--- src/rtl/sdram_init_ref_seq_pkg.sv ---
// Shared types and constants for the SDRAM init/refresh command sequencer.
//   state_t : sequencer FSM states (init path I_*, steady-state READY/GRANT,
//             refresh path R_*)
//   cmd_t   : {cs_n, ras_n, cas_n, we_n} command encoding
//   CMD_*   : the five commands the sequencer ever issues
//   max_int : elaboration-time helper for counter sizing
package sdram_init_ref_seq_pkg;

  typedef enum logic [3:0] {
    IDLE,
    I_WAIT,
    I_PRE,
    I_TRP,
    I_AR,
    I_TRFC,
    I_LMR,
    I_TMRD,
    READY,
    GRANT,
    R_PRE,
    R_TRP,
    R_AR,
    R_TRFC
  } state_t;

  typedef logic [3:0] cmd_t;

  localparam cmd_t CMD_INHIBIT = 4'b1111;
  localparam cmd_t CMD_NOP     = 4'b0111;
  localparam cmd_t CMD_PRE     = 4'b0010;
  localparam cmd_t CMD_AR      = 4'b0001;
  localparam cmd_t CMD_LMR     = 4'b0000;

  // Pending-refresh counter saturates here; a tick at this level is lost.
  localparam int PENDING_MAX = 8;

  function automatic int max_int(input int a, input int b);
    return (a > b) ? a : b;
  endfunction

endpackage

--- src/rtl/sdram_init_ref_seq_if.sv ---
// Command-bus / arbitration bundle between the sequencer and the access engine.
//   acc_req    : engine asks for the SDRAM command bus
//   acc_gnt    : bus granted to the engine
//   ref_urgent : refresh backlog is high, engine must release the bus
//   seq_*      : sequencer-driven SDRAM command/address pins
// modport master = sequencer side, modport slave = access-engine side.
interface sdram_init_ref_seq_if #(
  parameter int ADDR_W = 13,
  parameter int BA_W   = 2
);

  logic              acc_req;
  logic              acc_gnt;
  logic              ref_urgent;
  logic              seq_cs_n;
  logic              seq_ras_n;
  logic              seq_cas_n;
  logic              seq_we_n;
  logic [ADDR_W-1:0] seq_addr;
  logic [BA_W-1:0]   seq_ba;

  modport master (
    input  acc_req,
    output acc_gnt,
    output ref_urgent,
    output seq_cs_n,
    output seq_ras_n,
    output seq_cas_n,
    output seq_we_n,
    output seq_addr,
    output seq_ba
  );

  modport slave (
    output acc_req,
    input  acc_gnt,
    input  ref_urgent,
    input  seq_cs_n,
    input  seq_ras_n,
    input  seq_cas_n,
    input  seq_we_n,
    input  seq_addr,
    input  seq_ba
  );

endinterface

--- src/rtl/sdram_init_ref_seq_ref_timer.sv ---
// Refresh interval timer and pending-refresh bookkeeping.
//   clk, rst_n   : clock, asynchronous active-low reset
//   enable       : high once init has completed; low clears timer and backlog
//   ar_issued    : an AUTO REFRESH is on the bus this cycle
//   pending      : refreshes owed (0..8, saturating)
//   ref_urgent   : pending >= REF_URGENT (combinational from the register)
//   ref_overflow : sticky, a tick arrived while pending was already 8
module sdram_ref_timer
  import sdram_init_ref_seq_pkg::*;
#(
  parameter int REF_INTERVAL = 1560,
  parameter int REF_URGENT   = 4,
  parameter int CNT_W        = 15
) (
  input  logic       clk,
  input  logic       rst_n,
  input  logic       enable,
  input  logic       ar_issued,
  output logic [3:0] pending,
  output logic       ref_urgent,
  output logic       ref_overflow
);

  localparam logic [CNT_W-1:0] IVAL_LD  = CNT_W'(REF_INTERVAL - 1);
  localparam logic [CNT_W-1:0] CNT_ONE  = CNT_W'(1);
  localparam logic [3:0]       PEND_MAX = 4'(PENDING_MAX);
  localparam logic [3:0]       URG_LVL  = 4'(REF_URGENT);

  logic [CNT_W-1:0] ival_cnt;
  logic             tick;

  // The interval counter is preloaded while disabled so the first tick lands
  // exactly REF_INTERVAL cycles after enable rises.
  assign tick = enable && (ival_cnt == '0);

  always_ff @(posedge clk or negedge rst_n) begin
    if (!rst_n) begin
      ival_cnt     <= IVAL_LD;
      pending      <= '0;
      ref_overflow <= 1'b0;
    end else if (!enable) begin
      ival_cnt <= IVAL_LD;
      pending  <= '0;
    end else begin
      ival_cnt <= tick ? IVAL_LD : (ival_cnt - CNT_ONE);
      // A tick coinciding with an AR cancels out.
      if (tick && !ar_issued && (pending != PEND_MAX)) begin
        pending <= pending + 4'd1;
      end else if (ar_issued && !tick && (pending != '0)) begin
        pending <= pending - 4'd1;
      end
      if (tick && (pending == PEND_MAX)) begin
        ref_overflow <= 1'b1;
      end
    end
  end

  assign ref_urgent = (pending >= URG_LVL);

endmodule

--- src/rtl/sdram_init_ref_seq.sv ---
// SDRAM command sequencer: power-up init, periodic auto-refresh, and command
// bus arbitration with the access engine.
//   sdram_clk     : clock, all logic on rising edge
//   sdram_resetn  : asynchronous active-low reset
//   sdram_en      : level; high starts init, low aborts to IDLE
//   cfg_mode_reg  : mode-register value placed on the address bus for LMR
//   init_done     : init complete (held until reset or sdram_en low)
//   ref_overflow  : sticky refresh-backlog overflow, cleared by reset only
//   bus (master)  : acc_req/acc_gnt handshake, ref_urgent, seq_* pins
// Command/address outputs are registered from the next state, so the command
// on the pins always matches the state the FSM is currently in.
module sdram_init_ref_seq
  import sdram_init_ref_seq_pkg::*;
#(
  parameter int INIT_WAIT    = 10000,
  parameter int T_RP         = 3,
  parameter int T_RFC        = 7,
  parameter int T_MRD        = 2,
  parameter int NUM_INIT_AR  = 2,
  parameter int REF_INTERVAL = 1560,
  parameter int REF_URGENT   = 4,
  parameter int ADDR_W       = 13,
  parameter int BA_W         = 2
) (
  input  logic                  sdram_clk,
  input  logic                  sdram_resetn,
  input  logic                  sdram_en,
  input  logic [ADDR_W-1:0]     cfg_mode_reg,
  output logic                  init_done,
  output logic                  ref_overflow,
  sdram_init_ref_seq_if.master  bus
);

  localparam int CNT_W = $clog2(max_int(INIT_WAIT, REF_INTERVAL)) + 1;
  localparam int AR_W  = $clog2(NUM_INIT_AR + 1);

  // Delay loads are "cycles remaining minus one"; the single-cycle command
  // state itself accounts for one cycle of each tRP/tRFC/tMRD window.
  localparam logic [CNT_W-1:0]  INIT_LD = CNT_W'(INIT_WAIT - 1);
  localparam logic [CNT_W-1:0]  TRP_LD  = CNT_W'((T_RP  > 1) ? T_RP  - 2 : 0);
  localparam logic [CNT_W-1:0]  TRFC_LD = CNT_W'((T_RFC > 1) ? T_RFC - 2 : 0);
  localparam logic [CNT_W-1:0]  TMRD_LD = CNT_W'((T_MRD > 1) ? T_MRD - 2 : 0);
  localparam logic [CNT_W-1:0]  CNT_ONE = CNT_W'(1);
  localparam logic [AR_W-1:0]   AR_NUM  = AR_W'(NUM_INIT_AR);
  localparam logic [ADDR_W-1:0] A10     = ADDR_W'(1 << 10);

  state_t            state, state_d;
  logic [CNT_W-1:0]  dly, dly_d;
  logic [AR_W-1:0]   ar_cnt, ar_cnt_d;
  cmd_t              cmd_q, cmd_d;
  logic [ADDR_W-1:0] addr_q, addr_d;
  logic              gnt_q, gnt_d;
  logic              done_q, done_d;

  logic [3:0]        pending;
  logic              ref_urgent;
  logic              timer_en;
  logic              ar_issued;

  assign timer_en  = sdram_en && done_q;
  assign ar_issued = (state == R_AR);

  sdram_ref_timer #(
    .REF_INTERVAL (REF_INTERVAL),
    .REF_URGENT   (REF_URGENT),
    .CNT_W        (CNT_W)
  ) u_ref_timer (
    .clk          (sdram_clk),
    .rst_n        (sdram_resetn),
    .enable       (timer_en),
    .ar_issued    (ar_issued),
    .pending      (pending),
    .ref_urgent   (ref_urgent),
    .ref_overflow (ref_overflow)
  );

  // Next-state logic
  always_comb begin
    state_d  = state;
    dly_d    = dly;
    ar_cnt_d = ar_cnt;
    if (!sdram_en) begin
      state_d = IDLE;
    end else begin
      case (state)
        IDLE: begin
          state_d = I_WAIT;
          dly_d   = INIT_LD;
        end
        I_WAIT: begin
          if (dly == '0) state_d = I_PRE;
          else           dly_d   = dly - CNT_ONE;
        end
        I_PRE: begin
          ar_cnt_d = '0;
          if (T_RP > 1) begin
            state_d = I_TRP;
            dly_d   = TRP_LD;
          end else begin
            state_d = I_AR;
          end
        end
        I_TRP: begin
          if (dly == '0) state_d = I_AR;
          else           dly_d   = dly - CNT_ONE;
        end
        I_AR: begin
          ar_cnt_d = ar_cnt + AR_W'(1);
          if (T_RFC > 1) begin
            state_d = I_TRFC;
            dly_d   = TRFC_LD;
          end else begin
            state_d = (ar_cnt_d == AR_NUM) ? I_LMR : I_AR;
          end
        end
        I_TRFC: begin
          if (dly == '0) state_d = (ar_cnt == AR_NUM) ? I_LMR : I_AR;
          else           dly_d   = dly - CNT_ONE;
        end
        I_LMR: begin
          if (T_MRD > 1) begin
            state_d = I_TMRD;
            dly_d   = TMRD_LD;
          end else begin
            state_d = READY;
          end
        end
        I_TMRD: begin
          if (dly == '0) state_d = READY;
          else           dly_d   = dly - CNT_ONE;
        end
        READY: begin
          // Refresh wins a tie with a bus request.
          if (pending != '0) state_d = R_PRE;
          else if (bus.acc_req) state_d = GRANT;
        end
        GRANT: begin
          if (!bus.acc_req) state_d = READY;
        end
        R_PRE: begin
          if (T_RP > 1) begin
            state_d = R_TRP;
            dly_d   = TRP_LD;
          end else begin
            state_d = R_AR;
          end
        end
        R_TRP: begin
          if (dly == '0) state_d = R_AR;
          else           dly_d   = dly - CNT_ONE;
        end
        R_AR: begin
          if (T_RFC > 1) begin
            state_d = R_TRFC;
            dly_d   = TRFC_LD;
          end else begin
            // pending has not yet dropped for this AR; a tick landing in the
            // same cycle is picked up later from READY with a fresh PRE.
            state_d = (pending > 4'd1) ? R_AR : READY;
          end
        end
        R_TRFC: begin
          if (dly == '0) state_d = (pending != '0) ? R_AR : READY;
          else           dly_d   = dly - CNT_ONE;
        end
        default: state_d = IDLE;
      endcase
    end
  end

  // Output decode from the next state
  always_comb begin
    cmd_d  = CMD_NOP;
    addr_d = '0;
    case (state_d)
      IDLE:         cmd_d = CMD_INHIBIT;
      I_PRE, R_PRE: begin
        cmd_d  = CMD_PRE;
        addr_d = A10;
      end
      I_AR, R_AR:   cmd_d = CMD_AR;
      I_LMR: begin
        cmd_d  = CMD_LMR;
        addr_d = cfg_mode_reg;
      end
      default:      cmd_d = CMD_NOP;
    endcase
    gnt_d  = (state_d == GRANT);
    done_d = state_d inside {READY, GRANT, R_PRE, R_TRP, R_AR, R_TRFC};
  end

  // State and registered outputs
  always_ff @(posedge sdram_clk or negedge sdram_resetn) begin
    if (!sdram_resetn) begin
      state  <= IDLE;
      dly    <= '0;
      ar_cnt <= '0;
      cmd_q  <= CMD_INHIBIT;
      addr_q <= '0;
      gnt_q  <= 1'b0;
      done_q <= 1'b0;
    end else begin
      state  <= state_d;
      dly    <= dly_d;
      ar_cnt <= ar_cnt_d;
      cmd_q  <= cmd_d;
      addr_q <= addr_d;
      gnt_q  <= gnt_d;
      done_q <= done_d;
    end
  end

  assign bus.seq_cs_n   = cmd_q[3];
  assign bus.seq_ras_n  = cmd_q[2];
  assign bus.seq_cas_n  = cmd_q[1];
  assign bus.seq_we_n   = cmd_q[0];
  assign bus.seq_addr   = addr_q;
  assign bus.seq_ba     = {BA_W{1'b0}};
  assign bus.acc_gnt    = gnt_q;
  assign bus.ref_urgent = ref_urgent;
  assign init_done      = done_q;

endmodule

--- src/flat_wrapper.sv ---
// flat-port wrapper written by rule: the top's interface ports become plain ports
module sdram_init_ref_seq_flat import sdram_init_ref_seq_pkg::*;
#(
  parameter int INIT_WAIT    = 10000,
  parameter int T_RP         = 3,
  parameter int T_RFC        = 7,
  parameter int T_MRD        = 2,
  parameter int NUM_INIT_AR  = 2,
  parameter int REF_INTERVAL = 1560,
  parameter int REF_URGENT   = 4,
  parameter int ADDR_W       = 13,
  parameter int BA_W         = 2
)
  (sdram_clk, sdram_resetn, sdram_en, cfg_mode_reg, init_done, ref_overflow, bus_acc_req, bus_acc_gnt, bus_ref_urgent, bus_seq_cs_n, bus_seq_ras_n, bus_seq_cas_n, bus_seq_we_n, bus_seq_addr, bus_seq_ba);
  sdram_init_ref_seq_if #(.ADDR_W(ADDR_W), .BA_W(BA_W)) bus_i ();
  input  logic sdram_clk;
  input  logic sdram_resetn;
  input  logic sdram_en;
  input  logic [ADDR_W-1:0] cfg_mode_reg;
  output logic init_done;
  output logic ref_overflow;
  input wire logic [$bits(bus_i.acc_req)-1:0] bus_acc_req;
  output wire logic [$bits(bus_i.acc_gnt)-1:0] bus_acc_gnt;
  output wire logic [$bits(bus_i.ref_urgent)-1:0] bus_ref_urgent;
  output wire logic [$bits(bus_i.seq_cs_n)-1:0] bus_seq_cs_n;
  output wire logic [$bits(bus_i.seq_ras_n)-1:0] bus_seq_ras_n;
  output wire logic [$bits(bus_i.seq_cas_n)-1:0] bus_seq_cas_n;
  output wire logic [$bits(bus_i.seq_we_n)-1:0] bus_seq_we_n;
  output wire logic [$bits(bus_i.seq_addr)-1:0] bus_seq_addr;
  output wire logic [$bits(bus_i.seq_ba)-1:0] bus_seq_ba;
  assign bus_i.acc_req = bus_acc_req;
  assign bus_acc_gnt = bus_i.acc_gnt;
  assign bus_ref_urgent = bus_i.ref_urgent;
  assign bus_seq_cs_n = bus_i.seq_cs_n;
  assign bus_seq_ras_n = bus_i.seq_ras_n;
  assign bus_seq_cas_n = bus_i.seq_cas_n;
  assign bus_seq_we_n = bus_i.seq_we_n;
  assign bus_seq_addr = bus_i.seq_addr;
  assign bus_seq_ba = bus_i.seq_ba;
  sdram_init_ref_seq #(.INIT_WAIT(INIT_WAIT), .T_RP(T_RP), .T_RFC(T_RFC), .T_MRD(T_MRD), .NUM_INIT_AR(NUM_INIT_AR), .REF_INTERVAL(REF_INTERVAL), .REF_URGENT(REF_URGENT), .ADDR_W(ADDR_W), .BA_W(BA_W)) u_core (.sdram_clk(sdram_clk), .sdram_resetn(sdram_resetn), .sdram_en(sdram_en), .cfg_mode_reg(cfg_mode_reg), .init_done(init_done), .ref_overflow(ref_overflow), .bus(bus_i));
endmodule
--- config.mk ---
export PLATFORM = sky130hd
export DESIGN_NAME = sdram_init_ref_seq_flat
export DESIGN_NICKNAME = d
export VERILOG_FILES = /design/src/rtl/sdram_init_ref_seq_pkg.sv /design/src/rtl/sdram_init_ref_seq_if.sv /design/src/rtl/sdram_init_ref_seq_ref_timer.sv /design/src/rtl/sdram_init_ref_seq.sv /design/src/flat_wrapper.sv
export SDC_FILE = /design/constraint.sdc
export NUM_CORES = 1
export LEC_CHECK = 0
export ABC_CLOCK_PERIOD_IN_PS = 6400
export CAP_MARGIN = 15
export CELL_PAD_IN_SITES_DETAIL_PLACEMENT = 0
export CELL_PAD_IN_SITES_GLOBAL_PLACEMENT = 1
export CORE_ASPECT_RATIO = 0.5
export CORE_UTILIZATION = 52
export CTS_CLUSTER_SIZE = 20
export DETAILED_ROUTE_END_ITERATION = 16
export DONT_BUFFER_PORTS = 1
export GPL_ROUTABILITY_DRIVEN = 0
export PLACE_DENSITY = 0.86
export RECOVER_POWER = 50
export SLEW_MARGIN = 5
export SYNTH_ARGS = -nofsm -noshare
export SYNTH_HDL_FRONTEND = slang
export SYNTH_SLANG_ARGS = --single-unit
--- constraint.sdc ---
create_clock -name sdram_clk -period 6.4 [get_ports sdram_clk]
set_input_delay 1.28 -clock sdram_clk [delete_from_list [all_inputs] [get_ports sdram_clk]]
set_output_delay 1.28 -clock sdram_clk [all_outputs]
set_load 0.005 [all_outputs]
==> results.yml <==
status:
  status: "completed"
drt:
  wire_per_inst_um: 15.23
  wl_um: 6352
  drt_iter0_drc: 174
  route.detailed.drc: 0
  num_vias: 2416
  postRouteAntennaNets: 0
  drtPass1Iterations: 4
  vias_per_cell: 5.794
synth:
  ys.flop_type: "dfrtp_1"
  yosys.area_share.simple: 0.2559
  synth_seq_cells: 60
  yosys_warnings: 0
  syn-cell-area_um2: 3198
  synth_fa_ha_area_frac: 0.02973
  synthMuxAreaShare: 0.006651
  synth_top_family_by_area: "simple AND/OR/NAND/NOR gates"
  seq_area_frac_synth: 0.4734
  synth-edff-count: 0
  syn_inst: 340
  avgSynthCellArea_um2: 9.406
  synthArstFlopShare: 1.000
  synthXorXnorAreaFrac: 0.05477
  ys_types: 62
  synth_compound_area_frac: 0.1260
worst_setup_path:
  timing.rr.end: "u_core.u_ref_timer.pending[3]"
  reg2reg_depth: 11
  worst_path_largest_cell_delay_ps: 520
  path_class: "reg -> reg"
  timing.rr.start: "u_core.u_ref_timer.ival_cnt[0]"
  crit_chain: "inv_1, ha_1, or4b_4, nor4b_4, and3_1, nand2_1, ha_1, a21o_1, a21o_1, a22oi_1, o22ai_1"
  crit_path_end_kind: "flop"
  cpMaxStageDelayCell: "or4b_4"
  rrSetupSlack_ps: 3310
  critPathRequiredTime_ps: 6600
  cp_max_fo: 5
  start_kind: "flop"
  worstPathArrival_ps: 3290
timing:
  finalSetupViolations: 0
  layout_min_cycle_time_ps: 3086
  fin_worst_skew_ps: 5.500
  hold_viol: 0
  relSlewSlack: 0.3701
  maxSlewViolCount: 0
  setup_tns_ps: 0
  finalWorstSetupSlack_ps: 3314
  final.period_utilization: 0.4823
  worstMarginPinSlew_ps: 936.9
  max_freq_mhz: 324.0
  rsz0062_at_grt: "no"
placement:
  dp.cells: 399
  dp_slack_ps: 3290
  portBuffers: 0
  place_area_um2: 3223
  dp_hpwl_um: 4469
floorplan:
  die_y_um: 57.46
  placementRows: 19
  initial_core_util: 0.5605
  fp.dieW_um: 112.9
  core_area_um2: 5705
  dieArea_um2: 6487
  ioPinCount: 40
pwr:
  pwr-share-clk: 0.558
  sw_frac_of_total: 0.1975
  power.density_nw_per_um2: 280.6
  irDropWorstVdd_mv: 0.1564
  switchingPower_mw: 0.1988
  p_int_mw: 0.8079
  power.leakage_nw: 1.589
  comb_power_share: 0.043
  p_seq_frac: 0.399
finish:
  seq_area_um2: 1514
  drive_gt1_frac: 0.1105
  num-fill-cells: 464
  fin_cells: 417
  area_growth_pct: 12.17
  final_cell_mix: "dfrtp_1 (50), nor2_1 (37), inv_1 (25)"
  final_nets: 363
  n_antenna_cell: 0
  final_area_um2: 3587
  mostFrequentLayoutCell: "dfrtp_1"
  multi_input_area_um2: 1520
clock_network:
  cts_hold_buffers: 0
  clk_latency_ps: 320
  cts_max_level: 3
  cts-root-buf: "clkbuf_16"
  clock-sinks: 60
  cts_setup_buffers: 0
  clkSlewWorstSetupHoldPaths_ps: 50
  cts_tree: "done"
  cts_buffer_depth: 2
  cts_buffers: 9
  cts_resized: 0
global_route:
  antenna_found_initial: 0
  grt_pass1_wl_um: 11160
  grt_pass1_vias: 2345
  track_usage: 0.2233
  grt_overflow: 0
  grt_max_degree: 61
job:
  cap_viol_max_count: 0
min_path:
  worstHoldStart: "u_core.u_ref_timer.ival_cnt[0]"
  whs_path_depth: 1
  min_to: "u_core.u_ref_timer.ival_cnt[0]"
  hp-class: "reg -> reg"
-- how the worst max path moves through the flow --
stage	start	end	slack, ps	depth (start not counted)
after global placement	bus_acc_req	u_core.bus.acc_gnt	3340	5
after CTS	u_core.u_ref_timer.ival_cnt[0]	u_core.u_ref_timer.pending[3]	3320	11
after global routing	u_core.u_ref_timer.ival_cnt[0]	u_core.u_ref_timer.pending[3]	3130	11
after detailed placement	bus_acc_req	u_core.bus.acc_gnt	3290	5
final	u_core.u_ref_timer.ival_cnt[0]	u_core.u_ref_timer.pending[3]	3310	11
after floorplan	u_core.u_ref_timer.ival_cnt[0]	u_core.u_ref_timer.pending[3]	3560	11
-- sequential cells by signal, summed over array words and instances, names as in the netlist --
register and count:
u_core.bus.seq_addr 13, u_core.u_ref_timer.pending 4, u_core.u_ref_timer.ival_cnt 15, u_core.state 4
u_core.cmd_q 4, u_core.init_done 1, u_core.bus.acc_gnt 1, u_core.dly 15
u_core.ar_cnt 2, u_core.u_ref_timer.ref_overflow 1
-- Yosys cell counts (3+ instances only) --
library cell,instances,area share
a21o_1,4,0.0094
a21oi_1,20,0.031
a31oi_1,3,0.0059
buf_4,3,0.0070
clkbuf_1,10,0.012
dfrtp_1,50,0.39
dfstp_2,10,0.082
ha_1,6,0.023
inv_1,25,0.029
nand2_1,22,0.026
nand2b_1,3,0.0059
nand3_1,9,0.014
nand4_1,10,0.020
nor2_1,37,0.043
nor3_1,22,0.034
nor3b_1,4,0.0094
nor4_1,8,0.016
o21ai_0,18,0.028
o22ai_1,4,0.0078
or3_1,3,0.0059
xnor2_1,7,0.019
xor2_1,13,0.036
-- power by group through the flow --
stage	Combinational [mW]	Sequential [mW]	Clock [mW]
after global placement	0.0418	0.407	0
final	0.0434	0.402	0.562
after CTS	0.0433	0.402	0.570
after detailed placement	0.0429	0.408	0
after global routing	0.0504	0.403	0.585
after floorplan	0.0373	0.404	0
-- final cells by class --
| cell class | instances | area share |
|---|---|---|
| Multi-Input combinational cell | 240 | 0.4238 |
| Sequential cell | 60 | 0.4220 |
| Clock buffer | 12 | 0.07150 |
| Inverter | 26 | 0.02721 |
| Clock inverter | 4 | 0.02651 |
| Tap cell | 73 | 0.02546 |
| Timing Repair Buffer | 2 | 0.003488 |
-- metrics by stage --
stage	util	power (mW)	hold slack, ps
after global routing	0.6287	1.039	486.8
after CTS	0.6265	1.015	461.4
after global placement	0.5649	0.4486	444.4
after floorplan	-	0.4408	435.3
final	0.6287	1.007	462.2
after detailed placement	0.5649	0.4505	449.4
-- kinds of logic after synthesis --
| group | Yosys count |
|---|---|
| simple gates | 144 |
| compound gates | 65 |
| flops | 60 |
| buf+inv | 41 |
| xor+xnor | 20 |
| fa+ha+maj | 7 |
| mux | 2 |
| other cells | 1 |
-- critical path, delay by kind of cell, from the launching register on --
| kind | cells | cell delay (ps) |
|---|---|---|
| simple gates | 4 | 1360 |
| compound gates | 4 | 660 |
| flops | 1 | 380 |
| buf+inv | 1 | 50 |
| fa+ha+maj | 2 | 530 |
-- metal layers --
metal	track usage	wire length, um	vias to the layer above	part of all wire
li1	-	-	1202	-
met1	0.2783	2975	1159	0.47
met2	0.3721	2981	47	0.47
met3	0.06908	325	8	0.051
met4	0.08459	70	0	0.011
met5	0	0	-	0
Power figures use the tool's default switching activity.
